**src/rtl/apb_master_adapter_if.sv**
```systemverilog
// apb_master_adapter_if: request/response port and APB requester bus for apb_master_adapter
interface apb_master_adapter_if #(
  parameter int ADDR_WIDTH = 12,
  parameter int DATA_WIDTH = 32,
  parameter int BYTE_COUNT = DATA_WIDTH < 8 ? 1 : 2 ** ($clog2(DATA_WIDTH) - 3)
);
  logic                  req_valid;
  logic                  req_ready;
  logic                  req_write;
  logic [ADDR_WIDTH-1:0] req_addr;
  logic [DATA_WIDTH-1:0] req_wdata;
  logic [BYTE_COUNT-1:0] req_strb;
  logic                  resp_valid;
  logic [DATA_WIDTH-1:0] resp_rdata;
  logic                  resp_err;
  logic                  resp_timeout;
  logic [ADDR_WIDTH-1:0] paddr;
  logic                  pwrite;
  logic                  psel;
  logic                  penable;
  logic [BYTE_COUNT-1:0] pstrb;
  logic [DATA_WIDTH-1:0] pwdata;
  logic [DATA_WIDTH-1:0] prdata;
  logic                  pready;
  logic                  pslverr;
  modport master (
    input  req_valid, req_write, req_addr, req_wdata, req_strb, prdata, pready, pslverr,
    output req_ready, resp_valid, resp_rdata, resp_err, resp_timeout,
           paddr, pwrite, psel, penable, pstrb, pwdata
  );
  modport slave (
    output req_valid, req_write, req_addr, req_wdata, req_strb, prdata, pready, pslverr,
    input  req_ready, resp_valid, resp_rdata, resp_err, resp_timeout,
           paddr, pwrite, psel, penable, pstrb, pwdata
  );
endinterface

```
**src/rtl/apb_master_adapter.sv**
```systemverilog
// apb_master_adapter: single-outstanding valid/ready request port to APB3/APB4 requester
module apb_master_adapter #(
  parameter int ADDR_WIDTH     = 12,
  parameter int DATA_WIDTH     = 32,
  parameter bit BYTE_EN        = 1'b0,
  parameter int TIMEOUT_CYCLES = 0,
  parameter int BYTE_COUNT     = DATA_WIDTH < 8 ? 1 : 2 ** ($clog2(DATA_WIDTH) - 3)
) (
  input logic pclk,
  input logic presetn,
  apb_master_adapter_if.master bus
);
  localparam int CW = TIMEOUT_CYCLES > 0 ? $clog2(TIMEOUT_CYCLES + 1) : 1;
  localparam logic [CW-1:0] CNT_LAST = CW'(TIMEOUT_CYCLES > 0 ? TIMEOUT_CYCLES - 1 : 0);
  typedef enum logic [1:0] {IDLE, SETUP, ACCESS} state_t;
  state_t                state_q, state_d;
  logic [CW-1:0]         cnt_q, cnt_d;
  logic [ADDR_WIDTH-1:0] paddr_q, paddr_d;
  logic                  pwrite_q, pwrite_d;
  logic [DATA_WIDTH-1:0] pwdata_q, pwdata_d;
  logic [BYTE_COUNT-1:0] pstrb_q, pstrb_d;
  logic                  resp_valid_q, resp_valid_d;
  logic [DATA_WIDTH-1:0] resp_rdata_q, resp_rdata_d;
  logic                  resp_err_q, resp_err_d;
  logic                  resp_timeout_q, resp_timeout_d;
  logic                  expire;
  // the last permitted wait cycle is the one where the counter already holds TIMEOUT_CYCLES-1
  assign expire = (TIMEOUT_CYCLES > 0) && (cnt_q == CNT_LAST);
  always_comb begin
    state_d        = state_q;
    cnt_d          = cnt_q;
    paddr_d        = paddr_q;
    pwrite_d       = pwrite_q;
    pwdata_d       = pwdata_q;
    pstrb_d        = pstrb_q;
    resp_valid_d   = 1'b0;
    resp_rdata_d   = resp_rdata_q;
    resp_err_d     = resp_err_q;
    resp_timeout_d = resp_timeout_q;
    case (state_q)
      IDLE: if (bus.req_valid) begin
        state_d  = SETUP;
        paddr_d  = bus.req_addr;
        pwrite_d = bus.req_write;
        pwdata_d = bus.req_wdata;
        pstrb_d  = bus.req_write ? (BYTE_EN ? bus.req_strb : '1) : '0;
      end
      SETUP: begin
        state_d = ACCESS;
        cnt_d   = '0;
      end
      ACCESS: if (bus.pready) begin
        state_d        = IDLE;
        resp_valid_d   = 1'b1;
        resp_rdata_d   = pwrite_q ? '0 : bus.prdata;
        resp_err_d     = bus.pslverr;
        resp_timeout_d = 1'b0;
      end else if (expire) begin
        state_d        = IDLE;
        resp_valid_d   = 1'b1;
        resp_rdata_d   = '0;
        resp_err_d     = 1'b1;
        resp_timeout_d = 1'b1;
      end else begin
        cnt_d = &cnt_q ? cnt_q : cnt_q + 1'b1;
      end
      default: state_d = IDLE;
    endcase
  end
  always_ff @(posedge pclk or negedge presetn) begin
    if (!presetn) begin
      state_q        <= IDLE;
      cnt_q          <= '0;
      paddr_q        <= '0;
      pwrite_q       <= 1'b0;
      pwdata_q       <= '0;
      pstrb_q        <= '0;
      resp_valid_q   <= 1'b0;
      resp_rdata_q   <= '0;
      resp_err_q     <= 1'b0;
      resp_timeout_q <= 1'b0;
    end else begin
      state_q        <= state_d;
      cnt_q          <= cnt_d;
      paddr_q        <= paddr_d;
      pwrite_q       <= pwrite_d;
      pwdata_q       <= pwdata_d;
      pstrb_q        <= pstrb_d;
      resp_valid_q   <= resp_valid_d;
      resp_rdata_q   <= resp_rdata_d;
      resp_err_q     <= resp_err_d;
      resp_timeout_q <= resp_timeout_d;
    end
  end
  assign bus.req_ready    = state_q == IDLE;
  assign bus.psel         = state_q != IDLE;
  assign bus.penable      = state_q == ACCESS;
  assign bus.paddr        = paddr_q;
  assign bus.pwrite       = pwrite_q;
  assign bus.pwdata       = pwdata_q;
  assign bus.pstrb        = pstrb_q;
  assign bus.resp_valid   = resp_valid_q;
  assign bus.resp_rdata   = resp_rdata_q;
  assign bus.resp_err     = resp_err_q;
  assign bus.resp_timeout = resp_timeout_q;
endmodule

```
**src/flat_wrapper.sv**
```systemverilog
// flat-port wrapper written by rule: the top's interface ports become plain ports
module apb_master_adapter_flat 
#(
  parameter int ADDR_WIDTH     = 12,
  parameter int DATA_WIDTH     = 32,
  parameter bit BYTE_EN        = 1'b0,
  parameter int TIMEOUT_CYCLES = 0,
  parameter int BYTE_COUNT     = DATA_WIDTH < 8 ? 1 : 2 ** ($clog2(DATA_WIDTH) - 3)
)
  (pclk, presetn, bus_req_valid, bus_req_write, bus_req_addr, bus_req_wdata, bus_req_strb, bus_prdata, bus_pready, bus_pslverr, bus_req_ready, bus_resp_valid, bus_resp_rdata, bus_resp_err, bus_resp_timeout, bus_paddr, bus_pwrite, bus_psel, bus_penable, bus_pstrb, bus_pwdata);
  apb_master_adapter_if #(.ADDR_WIDTH(ADDR_WIDTH), .DATA_WIDTH(DATA_WIDTH), .BYTE_COUNT(BYTE_COUNT)) bus_i ();
  input logic pclk;
  input logic presetn;
  input wire logic [$bits(bus_i.req_valid)-1:0] bus_req_valid;
  input wire logic [$bits(bus_i.req_write)-1:0] bus_req_write;
  input wire logic [$bits(bus_i.req_addr)-1:0] bus_req_addr;
  input wire logic [$bits(bus_i.req_wdata)-1:0] bus_req_wdata;
  input wire logic [$bits(bus_i.req_strb)-1:0] bus_req_strb;
  input wire logic [$bits(bus_i.prdata)-1:0] bus_prdata;
  input wire logic [$bits(bus_i.pready)-1:0] bus_pready;
  input wire logic [$bits(bus_i.pslverr)-1:0] bus_pslverr;
  output wire logic [$bits(bus_i.req_ready)-1:0] bus_req_ready;
  output wire logic [$bits(bus_i.resp_valid)-1:0] bus_resp_valid;
  output wire logic [$bits(bus_i.resp_rdata)-1:0] bus_resp_rdata;
  output wire logic [$bits(bus_i.resp_err)-1:0] bus_resp_err;
  output wire logic [$bits(bus_i.resp_timeout)-1:0] bus_resp_timeout;
  output wire logic [$bits(bus_i.paddr)-1:0] bus_paddr;
  output wire logic [$bits(bus_i.pwrite)-1:0] bus_pwrite;
  output wire logic [$bits(bus_i.psel)-1:0] bus_psel;
  output wire logic [$bits(bus_i.penable)-1:0] bus_penable;
  output wire logic [$bits(bus_i.pstrb)-1:0] bus_pstrb;
  output wire logic [$bits(bus_i.pwdata)-1:0] bus_pwdata;
  assign bus_i.req_valid = bus_req_valid;
  assign bus_i.req_write = bus_req_write;
  assign bus_i.req_addr = bus_req_addr;
  assign bus_i.req_wdata = bus_req_wdata;
  assign bus_i.req_strb = bus_req_strb;
  assign bus_i.prdata = bus_prdata;
  assign bus_i.pready = bus_pready;
  assign bus_i.pslverr = bus_pslverr;
  assign bus_req_ready = bus_i.req_ready;
  assign bus_resp_valid = bus_i.resp_valid;
  assign bus_resp_rdata = bus_i.resp_rdata;
  assign bus_resp_err = bus_i.resp_err;
  assign bus_resp_timeout = bus_i.resp_timeout;
  assign bus_paddr = bus_i.paddr;
  assign bus_pwrite = bus_i.pwrite;
  assign bus_psel = bus_i.psel;
  assign bus_penable = bus_i.penable;
  assign bus_pstrb = bus_i.pstrb;
  assign bus_pwdata = bus_i.pwdata;
  apb_master_adapter #(.ADDR_WIDTH(ADDR_WIDTH), .DATA_WIDTH(DATA_WIDTH), .BYTE_EN(BYTE_EN), .TIMEOUT_CYCLES(TIMEOUT_CYCLES), .BYTE_COUNT(BYTE_COUNT)) u_core (.pclk(pclk), .presetn(presetn), .bus(bus_i));
endmodule
```
**config.mk**
```make
export PLATFORM = sky130hd
export DESIGN_NAME = apb_master_adapter_flat
export DESIGN_NICKNAME = d
export VERILOG_FILES = /design/src/rtl/apb_master_adapter_if.sv /design/src/rtl/apb_master_adapter.sv /design/src/flat_wrapper.sv
export SDC_FILE = /design/constraint.sdc
export NUM_CORES = 1
export LEC_CHECK = 0
export ABC_AREA = 1
export CORE_MARGIN = 1
export CORE_UTILIZATION = 44
export DETAILED_ROUTE_END_ITERATION = 7
export GPL_TIMING_DRIVEN = 0
export PLACE_DENSITY = 0.85
export SYNTH_ARGS = -nofsm -noshare
export SYNTH_HDL_FRONTEND = slang
export SYNTH_SLANG_ARGS = --single-unit
```
**constraint.sdc**
```tcl
create_clock -name pclk -period 3.2 [get_ports pclk]
set_input_delay 0.64 -clock pclk [delete_from_list [all_inputs] [get_ports pclk]]
set_output_delay 0.64 -clock pclk [all_outputs]
set_load 0.02 [all_outputs]
```
Word level (Yosys, flattened, before mapping)
Index checks and enable logic that the tools add are counted.
Widths: inputs -> output; s select.

cells by class
  equal/unequal tests = 4
  muxes and demuxes = 7
  reduce and logical (&&, ||, !) cells = 5

operators with widths
  kind                number
  $mux 32             1
  $pmux 2 s3          1
  $reduce_and 2->1    3
  $mux 2              2
  $mux 4              1
  $ne 2x2->1 const B  2
  $eq 2x1->1 const B  1
  $eq 2x2->1 const B  1
  $logic_not 2->1     1
  $mux 1              2
  $reduce_bool 2->1   1

storage, ports and cells
  word-level logic and storage cells = 24
  output and inout bits = 87
  register bits after elaboration = 85
  input bits = 86

Logic depth before layout (Yosys ltp)
Gate-level depths: netlist of run 1.

  depth in word-level cells = 3
  mapped depth = 5
  depth with buffers taken out = 4

Worst setup path before layout of run 1
OpenSTA, ideal clock, no wires.

  kind = reg2out
  from = reg u_core.state_q[1]
  to = out bus_psel
  path buffers = 1
  data arrival time = 0.954 ns
  slack = 1.606 ns
  required time = 2.560 ns
  stages on the path, launching flop included = 4
  cell sequence = dfrtp_1 > nor2_4 > buf_2 > inv_1

on the way
  word-level cells in the longest chain between the ends = 1

ends and longest elaborated chain
  item                    line                      RTL
  start, declared         apb_master_adapter.sv:16  state_t state_q, state_d;
  start signal, assigned  apb_master_adapter.sv:83  state_q <= state_d;
  $reduce_bool 2->1       apb_master_adapter.sv:96  assign bus.psel = state_q != IDLE;
  end, declared           flat_wrapper.sv:29        output wire logic [$bits(bus_i.psel)-1:0] bus_psel;

No other way between the ends.

Worst setup path in the final report of run 1
  from = reg u_core.state_q[1]
  to = out bus_penable

on the way
  word-level cells in the longest chain between the ends = 1

ends and longest elaborated chain
  item           line                      RTL
  $eq 2x2->1     apb_master_adapter.sv:97  assign bus.penable = state_q == ACCESS;
  end, declared  flat_wrapper.sv:30        output wire logic [$bits(bus_i.penable)-1:0] bus_penable;

No other way between the ends.

==> key figures, run 1 <==
Run status
  • Outcome: finished, final reports clean

Yosys
  • Share of the synthesized area in the top cell type: 57.0%
  • Syn_nets: 511
  • Yosys reg bits: 81
  • Complex-gate fraction of the synthesized area: 0%
  • Mapped Cells: 425
  • Avg Cell Area, Syn: ~8.4 um^2
  • Cell taking the most area after synthesis: dfrtp_1
  • Ranking of synthesized cells by area: dfrtp_1, nand2_1, nand3_1
  • Mux cell area share after synthesis: 0%
  • Cell variety after synth: 14
  • Dominant cell by count in the synthesized netlist: nand2_1
  • Mapped cell area: about 3600 um^2
  • Post-synth EDFFs: 0
  • Asr flop ratio synth: 100%
  • Synth top cells by count: nand2_1, dfrtp_1, nand3_1
  • Syn. warnings: 0
  • Synth Area in Simple Gates: 32.2%
  • Adder-Cell Fraction of Synth Area: 0%
  • Largest family of logic cells by synthesized area: simple AND/OR/NAND/NOR gates
  • Top FF cell, synth: dfrtp_1
  • Post-synthesis xor/xnor area fraction: 0%
  • Post-synthesis sequential area ratio: 57.0%

Floorplanning
  • Io pins: 173
  • Core area: approximately 7800 um^2
  • Die X: just over 90 um
  • Starting density of the core: 45.8%
  • Rows: 32
  • Die area: 8440 um^2
  • Die height: 91.9 um

Detailed routing
  • Met2 wire length: 4.48 mm
  • Post-route ant nets: 0
  • WL final: approximately 9.5 mm
  • Met3 routed WL: 986 um
  • DRT iter0 DRCs: 151
  • DRT met1 WL: ~3.9 mm
  • Detailed Routing Iterations Pass 1: 4
  • Vias after detailed routing: approximately 3300
  • Average routed wire per standard cell: 13.5 um
  • Residual DRC: 0
  • Highest routed layer: met4
  • Vias/cell: 4.72

STA
  • Final Cycle Share: a little under 80%
  • Period minus WS final: ~2500 ps
  • Pin slew with the least headroom to its limit: between 500 and 600 ps
  • Hold Violations, Final: 0
  • Achievable clock frequency: 0.405 GHz
  • RSZ-0062 raised after global routing: no
  • Max Clock Skew: between 6 and 7 ps
  • Slew headroom: between 60% and 70%
  • Slew Limit Fails: 0
  • Final setup vio count: 0

Clocking
  • CTS tree: built
  • # hold bufs at CTS: 0
  • Clk slew on worst S/H paths: roughly 80 ps
  • Root Buffer Master: clkbuf_8
  • Skew-Pair Late Insertion Delay: 340 ps
  • H-tree depth: 3
  • Bufs on Longest Clock Path: 2
  • # clock sinks: 81
  • Num CTS Buffers: 9
  • PostCTS Resize Cnt: 0
  • Setup bufs post-CTS: 0

Layout
  • Finished Layout Cells: 707
  • Fillers: 601
  • Layout area overhead: 56.6%
  • Layout cells sized above 1: roughly 8%
  • Antenna diodes: 0
  • Nets: ~690

Global route
  • Initial antenna violation count: 0
  • Vias in the first global route: 3247
  • Gr usage total: 23.3%
  • Overflow after GRT: 0
  • First-pass GRT wire length: 15.5 mm
  • Largest net degree at the start of global routing: 44

Placement
  • Post-DP HPWL: 7.10 mm
  • Placer congestion estimate: 0.804
  • PortBufs: ~170
  • Placed insts: 693

Pwr
  • Combinational Power Share: 52.6%
  • P_sw: about 2.2 mW
  • Sequential power share: 32.1%
  • Int Pwr: between 3 and 4 mW
  • Peak supply drop: 567 uV
  • Pwr dens: about 980 nW/um^2
  • Total power: 5.43 mW
  • Lkg Pwr: between 2 and 3 nW
  • Switching Share: 39.7%
  • Clk network pwr share: 15.2%

Setup path
  • CP Launch Type: flop
  • WS Path Type: reg2out
  • Max FO, Critical Path: 10
  • Worst EP arrival: ~1800 ps
  • Worst setup EP type: primary output
  • Required @ worst endpoint: 2560 ps

Min path
  • Hold Crit Class: in2async

Flow run
  • Max_cap viols: 0
==> metrics by stage <==
stage               TNS [ps]  utilization [%]  area [um^2]  setup slack (ps)  hold WS [ps]
finish                     0             71.7         5570               732           286
global route               0             71.7         5570               618           317
floorplan                  0                -         3550              1610           344
detailed placement         0             68.9         5350              1080           458
CTS                        0             71.7         5570               697           297
global placement     -108620             68.7         5330             -1340           453
==> cells by family (layout without fill, tap and decap cells) <==
kind of cell	count (synthesis)	after routing
and+or+nand+nor	273	273
other	1	1
DFF	81	81
buffers and inverters	70	250
==> sequential cells by signal, indices dropped and copies added, names as in the netlist <==
signal and count:
u_core.bus.pwdata 32, u_core.state_q 2, u_core.bus.pstrb 1, u_core.bus.resp_err 1, u_core.bus.paddr 12, u_core.bus.resp_rdata 32, u_core.bus.resp_valid 1
==> cell type report <==
type                            instances  area [um^2]  area share [%]
Sequential cell                        81         2030            36.4
Multi-Input combinational cell        274         1150            20.7
Buffer                                 33          239            4.29
Tap cell                              102          128            2.29
Clock buffer                           11          151            2.72
Clock inverter                          3         65.1            1.17
Inverter                               37          139            2.49
Timing Repair Buffer                  166         1670            30.0
==> cell usage in the layout (no fill, tap or decap) <==
master           count
clkdlybuf4s50_1    164
nand2_1            156
dfrtp_1             81
nand3_1             78
inv_1               36
nor2_1              35
clkbuf_8            11
buf_6               10
buf_4                9
buf_2                8
clkbuf_1             7
nor2_4               2
bufinv_16            2
inv_2                1
nand3_2              1
nand2_2              1
conb_1               1
clkinv_2             1
buf_12               1
==> per-layer routing <==
metal  vias up  global-route usage, %
li1       1640                      -
met1      1526                   27.8
met2       156                   38.7
met3        17                   9.12
met4         0                   7.68
met5         -                      0
==> worst max-delay path, stage by stage (launching register included) <==
cell	delay, ps
dfrtp_1	440
inv_2	80
nor2_4	190
buf_6	170
clkdlybuf4s50_1	610
==> power groups by stage <==
stage	clock network [mW]	logic, mW	registers, mW
finish	0.827	2.86	1.75
global route	0.881	3.08	1.80
CTS	0.838	2.88	1.74
detailed placement	0	2.88	1.75
global placement	0	2.81	1.73
floorplan	0	0.978	2.28
==> worst paths after layout <==
kind | startpoint | end | slack, ps | cells past startpoint
max | u_core.state_q[1]$_DFFE_PN0P_ | bus_penable | 730 | 4
min | presetn | u_core.bus.resp_rdata[5]$_DFFE_PN0P_ | 290 | 1
max reg2reg | u_core.bus.pstrb[2]$_DFFE_PN0P_ | u_core.bus.resp_rdata[10]$_DFFE_PN0P_ | 1860 | 5
min reg2reg | u_core.bus.paddr[11]$_DFFE_PN0P_ | u_core.bus.paddr[11]$_DFFE_PN0P_ | 480 | 2
max in group asynchronous | presetn | u_core.bus.paddr[11]$_DFFE_PN0P_ | 2320 | 2
min in group pclk | u_core.bus.paddr[11]$_DFFE_PN0P_ | u_core.bus.paddr[11]$_DFFE_PN0P_ | 480 | 2
(Power assumes the default switching activity.)
==> run 2: changes to the inputs <==
--- a/config.mk
+++ b/config.mk
@@ -7,10 +7,10 @@
 export LEC_CHECK = 0
 export ABC_AREA = 1
 export CORE_MARGIN = 1
-export CORE_UTILIZATION = 44
+export CORE_UTILIZATION = 37
 export DETAILED_ROUTE_END_ITERATION = 7
 export GPL_TIMING_DRIVEN = 0
-export PLACE_DENSITY = 0.85
+export PLACE_DENSITY = 0.76
 export SYNTH_ARGS = -nofsm -noshare
 export SYNTH_HDL_FRONTEND = slang
 export SYNTH_SLANG_ARGS = --single-unit
==> constraint.sdc (replaced) <==
create_clock -name pclk -period 2.2 [get_ports pclk]
set_input_delay 0.44 -clock pclk [delete_from_list [all_inputs] [get_ports pclk]]
set_output_delay 0.44 -clock pclk [all_outputs]
set_load 0.02 [all_outputs]
==> run 2 against run 1 <==
Critical path depth shrank 2. Largest cell class unchanged. Sequential cell count is the same. Clock skew grew 3.7 ps.
==> key figures, run 2 (synthesized netlist as in run 1, its figures left out) <==
Global route
  • Largest net degree at the start of global routing: between 60 and 70
  • Vias in the first global route: 3273
  • First-pass GRT wire length: 15.4 mm
  • Gr usage total: 19.6%
  • Overflow after GRT: 0
  • Initial antenna violation count: 0

Placement
  • PortBufs: 165
  • Post-DP HPWL: 6.99 mm
  • Dpl ws: ~270 ps
  • Placer congestion estimate: just over 0.8
  • Placed insts: 720

Pwr
  • Lkg Pwr: 2.88 nW
  • Pwr dens: 1430 nW/um^2
  • Total power: a little over 8 mW
  • Peak supply drop: 624 uV

Layout
  • Nets: 689
  • Layout cells sized above 1: approximately 7.7%
  • Layout area overhead: 59.2%
  • Utilization after layout: 61.0%
  • Most frequent cells in the layout: clkdlybuf4s50_1, nand2_1, dfrtp_1
  • Leading cell type in the layout, fill and taps excluded: clkdlybuf4s50_1
  • Antenna diodes: 0
  • Finished Layout Cells: 737
  • Fillers: ~820

STA
  • Period minus WS final: 2000 ps
  • Final Cycle Share: 91.1%
  • Slew Limit Fails: 0
  • TNS Setup: 0 ps
  • Achievable clock frequency: 0.499 GHz
  • PnR worst setup slack: 196 ps
  • Hold Violations, Final: 0
  • Max Clock Skew: 9.90 ps
  • Final setup vio count: 0
  • RSZ-0062 raised after global routing: no

Setup path
  • Worst setup EP type: primary output
  • Critical Path Max Stage Delay: around 590 ps
  • R2r worst-path depth: 5
  • Worst r2r dst: u_core.bus.resp_rdata[17]$_DFFE_PN0P_
  • R2R Setup Slk: around 900 ps
  • Max FO, Critical Path: 6
  • CP Launch Type: flop
  • Slowest CP cell: clkdlybuf4s50_1
  • Cell-by-cell trace of the critical path: buf_4 > clkdlybuf4s50_1
  • Worst EP arrival: 1560 ps
  • WS Path Type: reg2out
  • R2R Path Start: u_core.bus.pstrb[2]$_DFFE_PN0P_
  • Required @ worst endpoint: roughly 1800 ps

Clocking
  • Num CTS Buffers: 9
  • H-tree depth: 3
  • Bufs on Longest Clock Path: 2
  • # clock sinks: 81
  • Clk slew on worst S/H paths: 80 ps
  • CTS tree: built
  • Skew-Pair Late Insertion Delay: 340 ps
  • Root Buffer Master: clkbuf_8

Floorplanning
  • Core area: 9280 um^2
  • Die area: between 10000 and 15000 um^2
  • Starting density of the core: 38.3%
  • Die X: 100 um
  • Io pins: 173
  • Rows: 35
  • Die height: 100 um

Detailed routing
  • Residual DRC: 0
  • Post-route ant nets: 0
  • Detailed Routing Iterations Pass 1: 4
  • Vias after detailed routing: 3332
  • DRT iter0 DRCs: 106
  • Vias/cell: 4.52
  • WL final: 9.48 mm
  • Average routed wire per standard cell: 12.9 um

Min path
  • Worst hold stages: 3
  • Hold Crit Class: in2reg
  • Worst Hold End: u_core.bus.paddr[1]$_DFFE_PN0P_
  • HP Start: bus_req_valid

Flow run
  • Max_cap viols: 0

Run status
  • Outcome: finished, final reports clean
run 2: cell count changes in the layout (fill, tap and decap cells not counted), moves of 2 or more:
| cell | change |
|---|---|
| dlygate4sd2_1 | +3 |
| bufinv_16 | +2 |
| clkbuf_1 | +2 |
| clkdlybuf4s50_1 | -3 |
| clkbuf_8 | -2 |
run 2: worst max-delay path by stage:
stage	from	endpoint	slack, ps	cells past startpoint
finish	u_core.bus.pstrb[2]$_DFFE_PN0P_	bus_pstrb[1]	200	2
CTS	u_core.bus.pstrb[2]$_DFFE_PN0P_	bus_pstrb[1]	140	2
global placement	presetn	u_core.bus.pwdata[17]$_DFFE_PN0P_	-2190	1
global route	u_core.bus.pstrb[2]$_DFFE_PN0P_	bus_pstrb[1]	90	2
detailed placement	u_core.state_q[0]$_DFFE_PN0P_	bus_req_ready	270	3
floorplan	u_core.state_q[1]$_DFFE_PN0P_	bus_psel	810	3
run 2: area by class of cell:
class / count / area [um^2] / share of cell area (%)
Timing Repair Buffer: 167 / 1680 / 29.7
Clock inverter: 5 / 128 / 2.25
Sequential cell: 81 / 2030 / 35.8
Inverter: 37 / 139 / 2.45
Tap cell: 129 / 161 / 2.85
Buffer: 33 / 241 / 4.27
Multi-Input combinational cell: 274 / 1150 / 20.3
Clock buffer: 11 / 131 / 2.32
run 2: power by group:
group | switching (mW) | internal [mW]
combinational | 2.21 | 1.91
clock | 0.538 | 0.871
sequential | 0.394 | 2.14
total | 3.14 | 4.93
run 2: timing repair:
item,in CTS,in global routing
endpoints found under the hold margin,16,0
endpoints found under the setup margin,3,0
hold buffers,1,0
gates resized for setup,4,0
buffers inserted,0,0
run 2: layer usage:
metal | share of wire (%) | GRT usage, % | vias to the layer above
li1 | - | - | 1649
met2 | 46 | 32.5 | 156
met3 | 10 | 7.87 | 12
met5 | 0 | 0 | -
met1 | 42 | 23.5 | 1515
met4 | 1.2 | 5.57 | 0
run 2: worst max-delay path, delay by kind of cell, from the launching register on:
family | cells | cell delay (ps)
buffers and inverters | 2 | 740
DFF | 1 | 480
run 2: stage by stage:
stage / hold slack [ps] / instance area (um^2)
after floorplan: 144 / 3550
after global placement: 453 / 5370
after detailed placement: 328 / 5390
after CTS: 421 / 5660
after global routing: 442 / 5660
final: 435 / 5660
==> run 3: changes to the inputs <==
--- a/config.mk
+++ b/config.mk
@@ -6,6 +6,7 @@
 export NUM_CORES = 1
 export LEC_CHECK = 0
 export ABC_AREA = 1
+export ABC_CLOCK_PERIOD_IN_PS = 2200
 export CORE_MARGIN = 1
 export CORE_UTILIZATION = 37
 export DETAILED_ROUTE_END_ITERATION = 7
==> results of run 3 <==
The final DEF is identical to that of run 2; final timing and power are the same.
